**src/rtl/serial_sub_pkg.sv**
```systemverilog
// serial_sub_pkg: shared types and helpers
// for the bit-serial subtractor.
package serial_sub_pkg;

  typedef enum logic [1:0] {
    IDLE = 2'd0,
    RUN  = 2'd1,
    DONE = 2'd2
  } state_t;

  // bits needed to count 0..w
  function automatic int cnt_w(input int w);
    return $clog2(w + 1);
  endfunction

endpackage

```
**src/rtl/serial_sub_full_sub.sv**
```systemverilog
// full_sub: one-bit full subtractor cell,
// d = x - y - b_in with borrow-out.
module full_sub (
  input  logic x,
  input  logic y,
  input  logic b_in,
  output logic d,
  output logic b_out
);

  // difference bit and borrow to next weight
  always_comb begin
    d     = x ^ y ^ b_in;
    b_out = (~x & y) | (~(x ^ y) & b_in);
  end

endmodule

```
**src/rtl/serial_sub.sv**
```systemverilog
// serial_sub: LSB-first bit-serial
// subtractor, one bit per clock.
module serial_sub
  import serial_sub_pkg::*;
#(
  parameter int WIDTH = 4
) (
  input  logic             clk,
  input  logic             rst,
  input  logic             start,
  input  logic [WIDTH-1:0] x,
  input  logic [WIDTH-1:0] y,
  input  logic             b_in,
  output logic             busy,
  output logic             done,
  output logic [WIDTH-1:0] d,
  output logic             b_out,
  output logic             ovf
);

  localparam int CW = cnt_w(WIDTH);
  localparam logic [CW-1:0] LAST = CW'(WIDTH - 1);

  state_t           state;
  logic [WIDTH-1:0] sx;
  logic [WIDTH-1:0] sy;
  logic [WIDTH-1:0] acc;
  logic             brw;
  logic [CW-1:0]    cnt;
  logic             x_msb;
  logic             y_msb;

  logic             bit_d;
  logic             bit_b;
  logic [WIDTH-1:0] acc_nxt;

  full_sub u_fs (
    .x    (sx[0]),
    .y    (sy[0]),
    .b_in (brw),
    .d    (bit_d),
    .b_out(bit_b)
  );

  // new result bit enters at the MSB
  always_comb begin
    acc_nxt = {bit_d, acc[WIDTH-1:1]};
  end

  // control FSM plus serial datapath
  always_ff @(posedge clk) begin
    if (rst) begin
      state <= IDLE;
      busy  <= 1'b0;
      done  <= 1'b0;
      d     <= '0;
      b_out <= 1'b0;
      ovf   <= 1'b0;
      sx    <= '0;
      sy    <= '0;
      acc   <= '0;
      brw   <= 1'b0;
      cnt   <= '0;
      x_msb <= 1'b0;
      y_msb <= 1'b0;
    end else begin
      unique case (state)
        IDLE: begin
          done <= 1'b0;
          if (start) begin
            sx    <= x;
            sy    <= y;
            brw   <= b_in;
            x_msb <= x[WIDTH-1];
            y_msb <= y[WIDTH-1];
            cnt   <= '0;
            busy  <= 1'b1;
            state <= RUN;
          end
        end
        RUN: begin
          sx  <= sx >> 1;
          sy  <= sy >> 1;
          acc <= acc_nxt;
          brw <= bit_b;
          cnt <= cnt + 1'b1;
          if (cnt == LAST) begin
            d     <= acc_nxt;
            b_out <= bit_b;
            ovf   <= (x_msb != y_msb) &
                     (bit_d != x_msb);
            busy  <= 1'b0;
            done  <= 1'b1;
            state <= DONE;
          end
        end
        DONE: begin
          done <= 1'b0;
          if (start) begin
            sx    <= x;
            sy    <= y;
            brw   <= b_in;
            x_msb <= x[WIDTH-1];
            y_msb <= y[WIDTH-1];
            cnt   <= '0;
            busy  <= 1'b1;
            state <= RUN;
          end else begin
            state <= IDLE;
          end
        end
        default: begin
          busy  <= 1'b0;
          done  <= 1'b0;
          state <= IDLE;
        end
      endcase
    end
  end

endmodule

```
**config.mk**
```make
export PLATFORM = sky130hd
export DESIGN_NAME = serial_sub
export DESIGN_NICKNAME = d
export VERILOG_FILES = /design/src/rtl/serial_sub_pkg.sv /design/src/rtl/serial_sub_full_sub.sv /design/src/rtl/serial_sub.sv
export SDC_FILE = /design/constraint.sdc
export NUM_CORES = 1
export LEC_CHECK = 0
export CAP_MARGIN = 25
export CORE_MARGIN = 4
export CORE_UTILIZATION = 50
export DETAILED_ROUTE_END_ITERATION = 6
export HOLD_SLACK_MARGIN = 0.12
export PLACE_DENSITY_LB_ADDON = 0.15
export SETUP_SLACK_MARGIN = 0.2
export SYNTH_ARGS = -nofsm -noshare
export SYNTH_HDL_FRONTEND = slang
export SYNTH_HIERARCHICAL = 1
export SYNTH_SLANG_ARGS = --single-unit
```
**constraint.sdc**
```tcl
create_clock -name clk -period 1.56 [get_ports clk]
set_input_delay 0.312 -clock clk [delete_from_list [all_inputs] [get_ports clk]]
set_output_delay 0.312 -clock clk [all_outputs]
set_load 0.01 [all_outputs]
```
==> results.json <==
{
  "synth_area_um2": 1200,
  "cp.required_ps": 1830,
  "setup_viol": 0,
  "ff2ff_path_depth": 5,
  "p_leak_nw": 0.569,
  "synth_common_cells": "dfxtp_1, a21oi_1, nand2_1, mux2i_1, nor3_1",
  "drtIter0Drc": 6,
  "antenna_left": 0,
  "hold_viol_final": 0,
  "worst-path-stages": 5,
  "drc": 0,
  "async_flop_share_pct": 0,
  "crit_start": "brw",
  "final_layout_size_suffix_gt1_share_pct": 18.4,
  "die_h_um": 57.1,
  "yosysTopAreaCell": "dfxtp_1",
  "multi_input_area_um2": 579,
  "layout_min_cycle_time_ps": 1370,
  "skew_ps": 11.9,
  "routed_wirelength_mm": 2.29,
  "hp-class": "reg -> reg",
  "chipWidth_um": 57.1,
  "crit_buf_inv": 1,
  "insertedDiodeCount": 0,
  "cts-buffers-inserted": 3,
  "numPortBuffers": 19,
  "layout.cells.non_filler": 175,
  "max-cap-violations": 0,
  "antenna_found_initial": 0,
  "cts_tree": "done",
  "gp_congestion": 0.729,
  "num_vias": 956,
  "synth_flop_cell": "dfxtp_1",
  "reg2reg_to": "ovf",
  "fin_tns_setup_ps": 0,
  "arrival_ps": 1640,
  "final_nets": 163,
  "power_density_nw_per_um2": 893,
  "ios": 20,
  "grt_max_degree": 28,
  "via_per_inst": 5.46,
  "avgSynthCellArea_um2": 9.41,
  "grt-ovfl-total": 0,
  "cts_max_path_buffers": 2,
  "crit_chain": "inv_1, fa_2, and3b_1, nor3_1, nor3_1",
  "period_share_pct": 88.0,
  "cp-endpoint": "ovf",
  "initial_core_util_pct": 53.4,
  "n_fill_cell": 208,
  "slew_violations": 0,
  "synth_top_cell_area_share_pct": 44.9,
  "yosysWarnings": 6,
  "critPathTopFamily": "adder cells",
  "num_rows": 17,
  "grt_pass1_vias": 908,
  "synth_nets": 143,
  "drtPass1Iterations": 4,
  "critPathKind": "reg -> reg",
  "rsz0062_at_grt": "true",
  "synth_area_leaders": "dfxtp_1, a21oi_1, mux2i_1",
  "cts_hold_buf": 0,
  "synthCells": 128,
  "dieArea_um2": 3260,
  "cp-end-kind": "flop",
  "htreeDepth": 1,
  "ir_drop_uv": 711,
  "clkSinkCount": 27,
  "cp-start-kind": "flop",
  "grt_pass1_wl_mm": 3.93,
  "max_freq_ghz": 0.728,
  "area_growth_pct": 20.9,
  "r2r_slack_ps": 190,
  "yosysUniqueCellTypes": 31,
  "hpwl_mm": 1.58,
  "clock_latency_ps": 330,
  "wl_per_cell_um": 13.1,
  "max_stage_delay_ps": 610,
  "slew-limit-headroom_pct": 80.2,
  "grt.total_usage_pct": 14.9,
  "core_um2": 2250,
  "ys_seq_area_share_pct": 44.9,
  "worst_pin_slew_ps": 297,
  "timing.hold.ws_ps": 465,
  "synth_edf_count": 0,
  "cpMostUsedCell": "nor3_1",
  "slowest_stage": "fa_2",
  "synthMostInstantiatedCell": "dfxtp_1",
  "regArea_um2": 547,
  "status": "complete, no violations",
  "place_inst": 169,
  "clk_pin_slew_worst_paths_ps": 160,
  "root_buffer": "clkbuf_4",
  "r2r-start": "brw",
  "path_max_fanout": 4,
  "synth_seq_cells": 27
}
==> per-stage QoR <==
stage | setup WS (ps) | util, % | cell area (um2) | power (mW)
final | 187 | 64.6 | 1460 | 1.30
after global routing | 64.2 | 64.6 | 1460 | 1.37
after CTS | 141 | 63.7 | 1440 | 1.30
after detailed placement | 19.0 | 61.9 | 1400 | 0.986
after global placement | 61.7 | 61.9 | 1400 | 0.982
after floorplan | 207 | - | 1210 | 0.933
==> sequential cells by signal (all words and copies together), names as in the netlist <==
signal,flops
acc,3
b_out,1
brw,1
busy,1
cnt,3
d,4
done,1
ovf,1
state,2
sx,4
sy,4
x_msb,1
y_msb,1
==> timing repair <==
item | CTS | global route
pin swaps | 2 | 1
setup buffers | 1 | 1
endpoints found under the setup margin | 17 | 12
gates resized for setup | 9 | 8
==> layer usage <==
metal,vias to the layer above,wire length (um),GRT usage (%)
met3,4,77,2.04
met2,13,1090,24.3
met4,0,32,7.28
li1,481,-,-
met1,458,1080,19.4
met5,-,0,0
==> power by group <==
group | total (mW) | switching, mW | leakage (nW) | internal (mW)
registers | 0.757 | 0.0273 | 0.222 | 0.729
clock network | 0.312 | 0.214 | 0.0139 | 0.0981
logic | 0.232 | 0.113 | 0.332 | 0.119
==> how the worst min path moves through the flow <==
stage                   to  depth (start not counted)  slack [ps]  startpoint
global placement    acc[1]                          2         440      acc[1]
CTS                   d[0]                          2         470        d[0]
global route          d[0]                          2         490        d[0]
finish                d[0]                          2         470        d[0]
detailed placement  acc[1]                          2         450      acc[1]
floorplan           acc[1]                          2         440      acc[1]
==> tightest hold or removal path, stage by stage (launching register included) <==
cell and delay, ps:
dfxtp_1 340, nand2_1 50, a21oi_1 50
==> cells in the final DEF (no fill, tap or decap) <==
cell type / n
dfxtp_1: 22
a21oi_1: 16
nand2_1: 14
clkdlybuf4s50_1: 11
mux2i_1: 8
nor3_1: 8
dlygate4sd2_1: 8
nand3_1: 7
nor2_1: 7
a211oi_1: 5
dfxtp_2: 5
inv_1: 4
buf_4: 4
nor3b_1: 3
clkbuf_4: 3
nor3_2: 2
a211oi_2: 2
buf_12: 2
nor2b_4: 1
nand3b_2: 1
mux2_2: 1
xnor2_1: 1
nand2b_2: 1
or2b_4: 1
o21a_1: 1
nand2_4: 1
nor2b_1: 1
o21ai_1: 1
and3b_1: 1
nand2b_1: 1
ha_1: 1
ha_2: 1
clkinvlp_4: 1
fa_2: 1
==> kinds of logic (layout without fill, tap and decap cells) <==
group / Yosys count / after routing / synth area share (%)
flip-flops: 27 / 27 / 44.9
adder cells (fa/ha/maj): 3 / 3 / 3.74
XOR/XNOR: 1 / 1 / 0.727
AND/OR/NAND/NOR: 49 / 49 / 22.5
buffers and inverters: 14 / 33 / 7.68
AO/OA/AOI/OAI: 25 / 25 / 12.9
multiplexers: 9 / 9 / 7.58
==> layout make-up <==
class,instances,area share [%]
repair buffers,25,17.2
clock buffers,3,1.55
clock inverters,1,0.515
inverters,4,1.03
flip-flops and latches,27,37.5
well taps,28,2.41
multi-input cells,87,39.8
No activity file was read; power rests on OpenSTA's default activity.
